`src/rtl/router_pkg.sv`:
```
// Shared types and constants for the router output-port reader.
//   rd_state_e : reader FSM states
//   beat_t     : one queued output beat {sop, eop, data}
//   header layout constants and payload limits
package router_pkg;

  typedef enum logic [1:0] {IDLE, HDR, BODY} rd_state_e;

  localparam int HDR_LEN_MSB = 7;
  localparam int HDR_LEN_LSB = 2;
  localparam int HDR_ADDR_W  = 2;
  localparam int MAX_PAYLOAD = 63;
  localparam logic [HDR_ADDR_W-1:0] INVALID_ADDR = 2'b11;

  typedef struct packed {
    logic       sop;
    logic       eop;
    logic [7:0] data;
  } beat_t;

endpackage

```
`src/rtl/router_rd_skid.sv`:
```
// Small circular FIFO holding reassembled beats between the router read
// path and the downstream consumer.
//   clock : posedge clock
//   flush : synchronous clear (empties the queue)
//   push  : write din (caller guarantees space)
//   pop   : drop head entry (caller guarantees non-empty)
//   din   : beat to write
//   dout  : head beat (meaningful only when count != 0)
//   count : current occupancy
module router_rd_skid
  import router_pkg::*;
#(
  parameter int DEPTH = 3
) (
  input  logic                         clock,
  input  logic                         flush,
  input  logic                         push,
  input  logic                         pop,
  input  beat_t                        din,
  output beat_t                        dout,
  output logic [$clog2(DEPTH+1)-1:0]   count
);
  localparam int PW = (DEPTH > 1) ? $clog2(DEPTH) : 1;

  beat_t         mem [DEPTH];
  logic [PW-1:0] wr_ptr, rd_ptr;

  function automatic logic [PW-1:0] nxt(input logic [PW-1:0] p);
    return (p == PW'(DEPTH - 1)) ? '0 : p + 1'b1;
  endfunction

  always_ff @(posedge clock) begin
    if (flush) begin
      wr_ptr <= '0;
      rd_ptr <= '0;
      count  <= '0;
    end else begin
      if (push) wr_ptr <= nxt(wr_ptr);
      if (pop)  rd_ptr <= nxt(rd_ptr);
      // push+pop together leaves occupancy unchanged
      case ({push, pop})
        2'b10:   count <= count + 1'b1;
        2'b01:   count <= count - 1'b1;
        default: ;
      endcase
    end
  end

  always_ff @(posedge clock) begin
    if (push) mem[wr_ptr] <= din;
  end

  assign dout = mem[rd_ptr];

endmodule

```
`src/rtl/router_port_reader.sv`:
```
// Drains one router output port and rebuilds packets into a framed byte
// stream: header (sop), payload, parity byte (eop). Checks parity, address
// and length, aborts stalled packets, and keeps saturating counters.
//   clock, reset         : posedge clock, synchronous active-high reset
//   vld_out, data_out    : router FIFO not-empty / read data (one cycle after read_enb)
//   read_enb             : router FIFO pop request
//   out_data/out_valid/out_ready/out_sop/out_eop : downstream beat handshake
//   pkt_done, parity_err, addr_err, len_err, pkt_abort : one-cycle event pulses
//   pkt_cnt, err_cnt     : saturating packet / error counters
module router_port_reader
  import router_pkg::*;
#(
  parameter logic [1:0] PORT_ID    = 2'd0,
  parameter int         SKID_DEPTH = 3,
  parameter int         TIMEOUT    = 30,
  parameter int         CNT_W      = 16
) (
  input  logic             clock,
  input  logic             reset,
  input  logic             vld_out,
  input  logic [7:0]       data_out,
  output logic             read_enb,
  output logic [7:0]       out_data,
  output logic             out_valid,
  input  logic             out_ready,
  output logic             out_sop,
  output logic             out_eop,
  output logic             pkt_done,
  output logic             parity_err,
  output logic             addr_err,
  output logic             len_err,
  output logic             pkt_abort,
  output logic [CNT_W-1:0] pkt_cnt,
  output logic [CNT_W-1:0] err_cnt
);
  localparam int SCW = $clog2(SKID_DEPTH + 1);
  localparam int TW  = $clog2(TIMEOUT + 1);
  localparam int RW  = $clog2(MAX_PAYLOAD + 2);

  rd_state_e      state, state_nx;
  logic [RW-1:0]  remaining;   // reads still to issue for this packet
  logic [RW-1:0]  body_left;   // captures still expected (payload + parity)
  logic [7:0]     par;
  logic           rd_inflight;
  logic [TW-1:0]  to_cnt;
  logic [SCW-1:0] skid_cnt;
  beat_t          skid_in, skid_out;
  logic           cap, hdr_cap, body_cap, last, to_inc, push, pop;
  logic [HDR_LEN_MSB-HDR_LEN_LSB:0] len;
  logic [2:0]     ev;
  logic [CNT_W:0] err_sum;

  assign len = data_out[HDR_LEN_MSB:HDR_LEN_LSB];

  // Reads are budgeted against queue space including the byte still in flight,
  // so the skid queue can never overflow.
  assign read_enb = vld_out && (remaining != '0) &&
                    ((int'(skid_cnt) + int'(rd_inflight)) < SKID_DEPTH);

  assign to_inc    = (state != IDLE) && (remaining != '0) && !vld_out;
  assign pkt_abort = to_inc && (to_cnt == TW'(TIMEOUT - 1));

  // A byte arriving in the abort cycle is discarded.
  assign cap      = rd_inflight && !pkt_abort;
  assign hdr_cap  = cap && (state == HDR);
  assign body_cap = cap && (state == BODY);
  assign last     = body_cap && (body_left == RW'(1));

  assign pkt_done   = last;
  assign parity_err = last && (data_out != par);
  assign addr_err   = hdr_cap && (data_out[HDR_ADDR_W-1:0] != PORT_ID);
  assign len_err    = hdr_cap && (len == '0);

  assign push    = hdr_cap || body_cap;
  assign skid_in = '{sop: hdr_cap, eop: last, data: data_out};
  assign pop     = out_valid && out_ready;

  router_rd_skid #(.DEPTH(SKID_DEPTH)) u_skid (
    .clock (clock),
    .flush (reset),
    .push  (push),
    .pop   (pop),
    .din   (skid_in),
    .dout  (skid_out),
    .count (skid_cnt)
  );

  assign out_valid = (skid_cnt != '0);
  assign out_data  = out_valid ? skid_out.data : '0;
  assign out_sop   = out_valid && skid_out.sop;
  assign out_eop   = out_valid && skid_out.eop;

  always_comb begin
    state_nx = state;
    case (state)
      IDLE:    if (vld_out) state_nx = HDR;
      HDR:     if (hdr_cap) state_nx = BODY;
      BODY:    if (last)    state_nx = IDLE;
      default: state_nx = IDLE;
    endcase
    if (pkt_abort) state_nx = IDLE;
  end

  assign ev      = 3'(parity_err) + 3'(addr_err) + 3'(len_err) + 3'(pkt_abort);
  assign err_sum = {1'b0, err_cnt} + {{(CNT_W-2){1'b0}}, ev};

  always_ff @(posedge clock) begin
    if (reset) begin
      state       <= IDLE;
      remaining   <= '0;
      body_left   <= '0;
      par         <= '0;
      rd_inflight <= 1'b0;
      to_cnt      <= '0;
      pkt_cnt     <= '0;
      err_cnt     <= '0;
    end else begin
      state       <= state_nx;
      rd_inflight <= read_enb;

      // Header read leaves remaining at 0, so no read overlaps the reload.
      if (pkt_abort)                  remaining <= '0;
      else if (state == IDLE && vld_out) remaining <= RW'(1);
      else if (hdr_cap)               remaining <= RW'(len) + 1'b1;
      else if (read_enb)              remaining <= remaining - 1'b1;

      if (hdr_cap)       body_left <= RW'(len) + 1'b1;
      else if (body_cap) body_left <= body_left - 1'b1;

      if (hdr_cap)                par <= data_out;
      else if (body_cap && !last) par <= par ^ data_out;

      if (read_enb || state == IDLE || pkt_abort) to_cnt <= '0;
      else if (to_inc)                            to_cnt <= to_cnt + 1'b1;

      if (pkt_done && pkt_cnt != '1) pkt_cnt <= pkt_cnt + 1'b1;
      err_cnt <= err_sum[CNT_W] ? '1 : err_sum[CNT_W-1:0];
    end
  end

endmodule

```
`config.mk`:
```
export PLATFORM = sky130hd
export DESIGN_NAME = router_port_reader
export DESIGN_NICKNAME = d
export VERILOG_FILES = /design/src/rtl/router_pkg.sv /design/src/rtl/router_rd_skid.sv /design/src/rtl/router_port_reader.sv
export SDC_FILE = /design/constraint.sdc
export NUM_CORES = 1
export LEC_CHECK = 0
export CORE_MARGIN = 3
export CORE_UTILIZATION = 50
export CTS_CLUSTER_SIZE = 24
export DETAILED_ROUTE_END_ITERATION = 6
export GPL_TIMING_DRIVEN = 0
export PLACE_DENSITY = 0.73
export SLEW_MARGIN = 15
export SYNTH_ARGS = -nofsm -noshare
export SYNTH_HDL_FRONTEND = slang
export SYNTH_SLANG_ARGS = --single-unit
```
`constraint.sdc`:
```
create_clock -name clock -period 9.9 [get_ports clock]
set_clock_uncertainty 0.05 [all_clocks]
set_input_delay 0.99 -clock clock [delete_from_list [all_inputs] [get_ports clock]]
set_output_delay 0.99 -clock clock [all_outputs]
set_load 0.02 [all_outputs]
```
==> flow_metrics.tcl, run 1 <==
set metrics [dict create \
    status "finished, final reports clean" \
    globalRouteOverflowTotal 0 \
    cp_common_cell "fa_1" \
    rr_startpoint "to_cnt[0]" \
    top_level_ports 61 \
    n_antenna_cell 0 \
    leakage_uw 0.00219 \
    wl_met3_um 522 \
    vias 4312 \
    crit_required_ns 10.14 \
    max_freq_mhz 181 \
    cap_violations 0 \
    area_growth_syn_to_layout_pct 19.4 \
    wl_per_cell_um 15.9 \
    initial_core_util_pct 51.8 \
    met1_length_um 5570 \
    power_uw 941 \
    critPathKind "primary input to flop" \
    finalHoldViolCount 0 \
    hold_path_end "remaining[6]" \
    routed_wl_um 12000 \
    yosysUniqueCellTypes 63 \
    hold_buffers 0 \
    holdWs_ns 0.440 \
    placement.io_buffers 60 \
    max_stage_delay_ns 0.56 \
    grt_use_total_pct 22.0 \
    setup_viol 0 \
    via_per_inst 5.74 \
    nets 640 \
    antenna_found_initial 0 \
    yosysSeqAreaShare_pct 45.1 \
    critical_path_peak_fanout 10 \
    grt_max_degree 18 \
    cts_max_path_buffers 2 \
    clockRootBuffer "clkbuf_8" \
    drive_gt1_share_pct 6.31 \
    cts_tree "done" \
    insertion_delay_ns 0.37 \
    dp_hpwl_um 8790 \
    numCtsBuffers 9 \
    max_slew.worst_pin.slew_ns 0.863 \
    arrival_ns 5.76 \
    met2WireLength_um 5670 \
    critPathBufInv 6 \
    fp.dieH_um 107 \
    synthArstFlopShare_pct 0 \
    crit_family "simple AND/OR/NAND/NOR gates" \
    critPathSlowestCell "or3_1" \
    gp_congestion 0.908 \
    cts_setup_buffers 0 \
    die_area_um2 11500 \
    grt_pass1_vias 4169 \
    hold_depth 2 \
    slew_headroom_pct 42.1 \
    powerDensity_nw_per_um2 154 \
    cts.htree.levels 3 \
    first_iter_violations 288 \
    syn_inst 541 \
    drt_first_pass_iters 5 \
    clkTransAtPathRegs_ns 0.09 \
    synth_flop_cell "dfxtp_1" \
    drc 0 \
    rsz0062_at_grt "no" \
    coreArea_um2 9860 \
    die_w_um 107 \
    rr_endpoint "err_cnt[5]" \
    setup_tns_ns 0 \
    min_from "remaining[6]" \
    start_kind "primary input" \
    worstHoldPathType "flop to flop" \
    path_cells "clkdlybuf4s50_1 -> nor2b_1 -> nand4_2 -> o311ai_4 -> buf_6 -> buf_2 -> a41oi_1 -> inv_1 -> fa_1 -> fa_1 -> inv_1 -> fa_1 -> and3_1 -> nand4_1 -> or3_1 -> clkbuf_1 -> a21oi_1" \
    synth_seq_cells 100 \
    finalCritPeriodShare_pct 55.8 \
    cp-end-kind "flop" \
    clkSinkCount 100 \
    slew_violations 0 \
    drtAntennaViolNets 0 \
    synth_area_per_cell_um2 9.44 \
    cts_resized 0 \
    fin_crit_ns 5.53 \
    synth_area_um2 5100 \
    grt_pass1_wl_um 20400 \
    rr_worst_depth 17 \
    syn_nets 568 \
    synth_edf_count 30 \
    ir_worst_vdd_uv 120 \
    rows 36 \
    regToRegSetupSlack_ns 4.98 \
    dr.max_layer_used "met4" \
    yosysWarnings 0 \
]
## routing by layer
layer / up-vias / track usage, %
li1: 2131 / -
met1: 2052 / 30.1
met3: 13 / 3.19
met5: - / 0
met2: 116 / 35.9
met4: 0 / 7.40
## worst max-delay path by stage
stage | startpoint | end | slack, ns | depth (start not counted)
floorplan | vld_out | err_cnt[3] | 5.20 | 16
global placement | vld_out | err_cnt[13] | 4.09 | 17
detailed placement | vld_out | err_cnt[5] | 4.03 | 17
CTS | vld_out | err_cnt[5] | 4.41 | 17
global route | vld_out | err_cnt[6] | 4.01 | 17
finish | vld_out | err_cnt[5] | 4.37 | 17
## cells in the final DEF (no fill, tap or decap), types with 9 or more instances in the layout
cell / count
dfxtp_1: 70
clkdlybuf4s50_1: 60
nor2_1: 51
a21oi_1: 50
inv_1: 30
edfxtp_1: 30
nand2_1: 26
clkbuf_1: 22
xor2_1: 18
nand3_1: 16
xnor2_1: 15
mux2i_1: 13
a211oi_1: 13
ha_1: 12
o21ai_0: 11
nor4_1: 11
nand4_1: 11
o31ai_1: 11
nor3_1: 10
or4_1: 9
a211o_1: 9
clkbuf_8: 9
## final cells by class
type	instances	area, um2
Sequential cell	100	2300
Timing Repair Buffer	61	608
Fill cell	821	3770
Inverter	31	116
Clock buffer	10	149
Tap cell	133	166
Buffer	31	134
Clock inverter	6	45.0
Multi-Input combinational cell	379	2570
## kinds of logic after synthesis
group	synth area share (%)
adder cells (fa/ha/maj)	4.12
AND/OR/NAND/NOR	20.1
XOR/XNOR	5.66
buffers and inverters	4.90
AO/OA/AOI/OAI	17.1
flip-flops	45.1
multiplexers	2.99
## power breakdown
part	leakage, uW	switching [uW]	internal [uW]
Clock	0.0000974	146	109
Sequential	0.000841	20.6	442
Combinational	0.00125	131	92.4
## flip-flops by register name, indices dropped and copies added (netlist names), named ones only
| name | flops |
|---|---|
| to_cnt | 5 |
| u_skid.rd_ptr | 2 |
| body_left | 7 |
| rd_inflight | 1 |
| par | 8 |
| u_skid.wr_ptr | 2 |
| pkt_cnt | 16 |
| err_cnt | 16 |
| u_skid.mem | 30 |
| u_skid.count | 2 |
| state | 2 |
| remaining | 7 |
## tightest hold or removal path: cells and delay by family (launching register included)
family / cells / cell delay (ns)
compound gates: 1 / 0.06
flops: 1 / 0.33
simple gates: 1 / 0.06
## per-stage QoR
step           setup WS (ns)  cell area [um2]  cells  util, %
6_report                4.37             6090    751     61.8
2_1_floorplan           5.20             5100    541        -
4_1_cts                 4.41             6090    751     61.7
3_5_place_dp            4.03             5890    735     59.8
5_1_grt                 4.01             6090    751     61.8
3_3_place_gp            4.09             5870    734     59.5
## Yosys cell counts, drive strengths merged, types with 6 or more instances
library cell / n / area [um2]
a21oi: 50 / 250
buf: 9 / 51.3
clkbuf: 22 / 82.6
o21ai: 12 / 63.8
and4: 6 / 52.6
inv: 31 / 116
edfxtp: 30 / 901
mux2i: 13 / 130
nor2b: 8 / 50.1
nand3: 16 / 80.1
or4: 9 / 67.6
ha: 12 / 150
nor4: 12 / 81.3
and2: 7 / 43.8
a211oi: 14 / 105
nand2: 26 / 97.6
xnor2: 15 / 131
or3: 8 / 50.1
dfxtp: 70 / 1400
nand4: 12 / 81.3
o31ai: 11 / 82.6
xor2: 18 / 158
nor3: 12 / 71.3
and3: 7 / 43.8
a211o: 9 / 78.8
a41o: 8 / 80.1
nor2: 51 / 191
Power figures use the tool's default switching activity.
==> run 2, diff against run 1 <==
Settings changed: PLACE_DENSITY 0.73 to 0.76.
Clock period 9.9 ns to 4.6 ns, I/O delays scaled along.
==> run 2 against run 1 <==
Against the previous run: register-to-register slack got worse by 4.5 ns; hold slack got worse by 0.010 ns; critical path depth unchanged; sequential power increased by 110%; sequential share of layout area decreased by 0.17 points.
==> flow_metrics.tcl, run 2 (synthesis gave the netlist of run 1 again) <==
set metrics [dict create \
    status "finished, final reports clean" \
    critPathSlowestCell "clkdlybuf4s50_1" \
    arrival_ns 4.42 \
    drtAntennaViolNets 0 \
    rr_startpoint "to_cnt[0]" \
    seq_area_um2 2300 \
    slew_violations 0 \
    clkTransAtPathRegs_ns 0.09 \
    grt_max_degree 19 \
    vias 4347 \
    largest_reg_flops 30 \
    routed_wl_um 11900 \
    postLayoutCellArea_um2 6120 \
    area_growth_syn_to_layout_pct 19.9 \
    globalRouteOverflowTotal 0 \
    fp.dieH_um 107 \
    cap_violations 0 \
    grtUsageMet2_pct 35.0 \
    nets 640 \
    timing.final.ws_setup_ns 0.366 \
    via_per_inst 5.79 \
    final_util_pct 62.0 \
    cts_tree "done" \
    cp-end-kind "flop" \
    place_area_um2 5890 \
    clockRootBuffer "clkbuf_8" \
    min_from "remaining[6]" \
    grt_pass1_wl_um 19700 \
    setup_tns_ns 0 \
    rsz0062_at_grt "no" \
    crit_required_ns 4.79 \
    ir_worst_vdd_uv 269 \
    finalCritPeriodShare_pct 92.0 \
    dp_hpwl_um 8710 \
    coreArea_um2 9860 \
    regMostFlops "u_skid.mem" \
    power_uw 2030 \
    fin_crit_ns 4.23 \
    numCtsBuffers 9 \
    first_iter_violations 276 \
    die_w_um 107 \
    mostFrequentLayoutCell "dfxtp_1" \
    antenna_found_initial 0 \
    max_freq_mhz 236 \
    die_area_um2 11500 \
    drc 0 \
    hold_path_end "remaining[6]" \
    fill_cells 836 \
    powerDensity_nw_per_um2 332 \
    reg_top3 "u_skid.mem x30, err_cnt x16, pkt_cnt x16" \
    hold_buffers 0 \
    grt_pass1_vias 4155 \
    cts_max_path_buffers 2 \
    cp_common_cell "fa_1" \
    max_stage_delay_ns 0.53 \
    critPathKind "primary input to flop" \
    worstHoldPathType "flop to flop" \
    n_antenna_cell 0 \
    start_kind "primary input" \
    multi_input_area_um2 2600 \
    insertion_delay_ns 0.38 \
    finalHoldViolCount 0 \
    grtUsageMet3_pct 2.89 \
    drt_first_pass_iters 5 \
    rows 36 \
    regToRegSetupSlack_ns 0.44 \
    grt_use_total_pct 21.5 \
    grt_busiest_layer "met2" \
    final_cell_mix "70 x dfxtp_1, 60 x clkdlybuf4s50_1, 51 x nor2_1" \
    initial_core_util_pct 51.8 \
    top_level_ports 61 \
    gp_congestion 0.924 \
    grtUsageMet1_pct 28.2 \
    rr_endpoint "err_cnt[14]" \
    drive_gt1_share_pct 6.96 \
    slew_headroom_pct 42.7 \
    wl_per_cell_um 15.8 \
    cts.htree.levels 3 \
    clkSinkCount 100 \
    setup_viol 0 \
    critical_path_peak_fanout 12 \
    max_slew.worst_pin.slew_ns 0.854 \
    place_ws_ns -0.749 \
    hold_depth 2 \
    path_cells "clkdlybuf4s50_1 -> nor2b_2 -> nand4_4 -> o21ai_4 -> inv_2 -> buf_2 -> o21ai_0 -> fa_1 -> fa_1 -> inv_1 -> fa_1 -> and3_1 -> nand4_1 -> buf_4 -> nor3_1 -> mux2i_1 -> nor2_1" \
    leakage_uw 0.00221 \
    rr_worst_depth 17 \
    placement.io_buffers 60 \
]
-- run 2: layer usage --
layer | wire length (um) | part of all wire, %
met3 | 673 | 5.7
met1 | 5200 | 44
met4 | 323 | 2.7
met5 | 0 | 0
met2 | 5680 | 48
-- run 2: worst max-delay path, delay by kind of cell --
| kind | cells | cell delay (ns) |
|---|---|---|
| AND/OR/NAND/NOR | 6 | 1.09 |
| AO/OA/AOI/OAI | 2 | 0.50 |
| buffers and inverters | 5 | 1.08 |
| adder cells (fa/ha/maj) | 3 | 1.06 |
| multiplexers | 1 | 0.23 |
-- run 2: cell type report --
class                      instances  share of cell area, %
multi-input combinational        379                   42.4
timing repair buffer              63                   10.2
clock inverter                     6                  0.879
clock buffer                      10                   2.25
sequential                       100                   37.6
tap                              133                   2.72
buffer                            29                   2.04
inverter                          31                   1.90
-- run 2: power breakdown --
part           total, uW  switching, uW  internal (uW)
Sequential           995           43.4            951
Combinational        485            286            199
Clock                549            328            221
Total               2030            657           1370
-- run 2: what timing repair did --
action,CTS,global route
pin swaps,1,1
resized for setup,2,2
setup endpoints to repair,13,14
setup buffers,1,1
-- run 2: stage by stage --
step,instances,hold slack (ns)
after detailed placement,735,0.412
final,751,0.430
after CTS,751,0.431
after global placement,734,0.405
after floorplan,541,0.387
after global routing,751,0.478
-- run 2: worst max path at each step --
stage	from	endpoint	slack [ns]	depth (start not counted)
2_1_floorplan	body_left[2]	err_cnt[3]	0.30	16
3_3_place_gp	vld_out	err_cnt[2]	-0.64	17
3_5_place_dp	vld_out	err_cnt[3]	-0.75	17
4_1_cts	vld_out	err_cnt[3]	0.11	16
5_1_grt	vld_out	err_cnt[14]	0.04	17
6_report	vld_out	err_cnt[14]	0.37	17
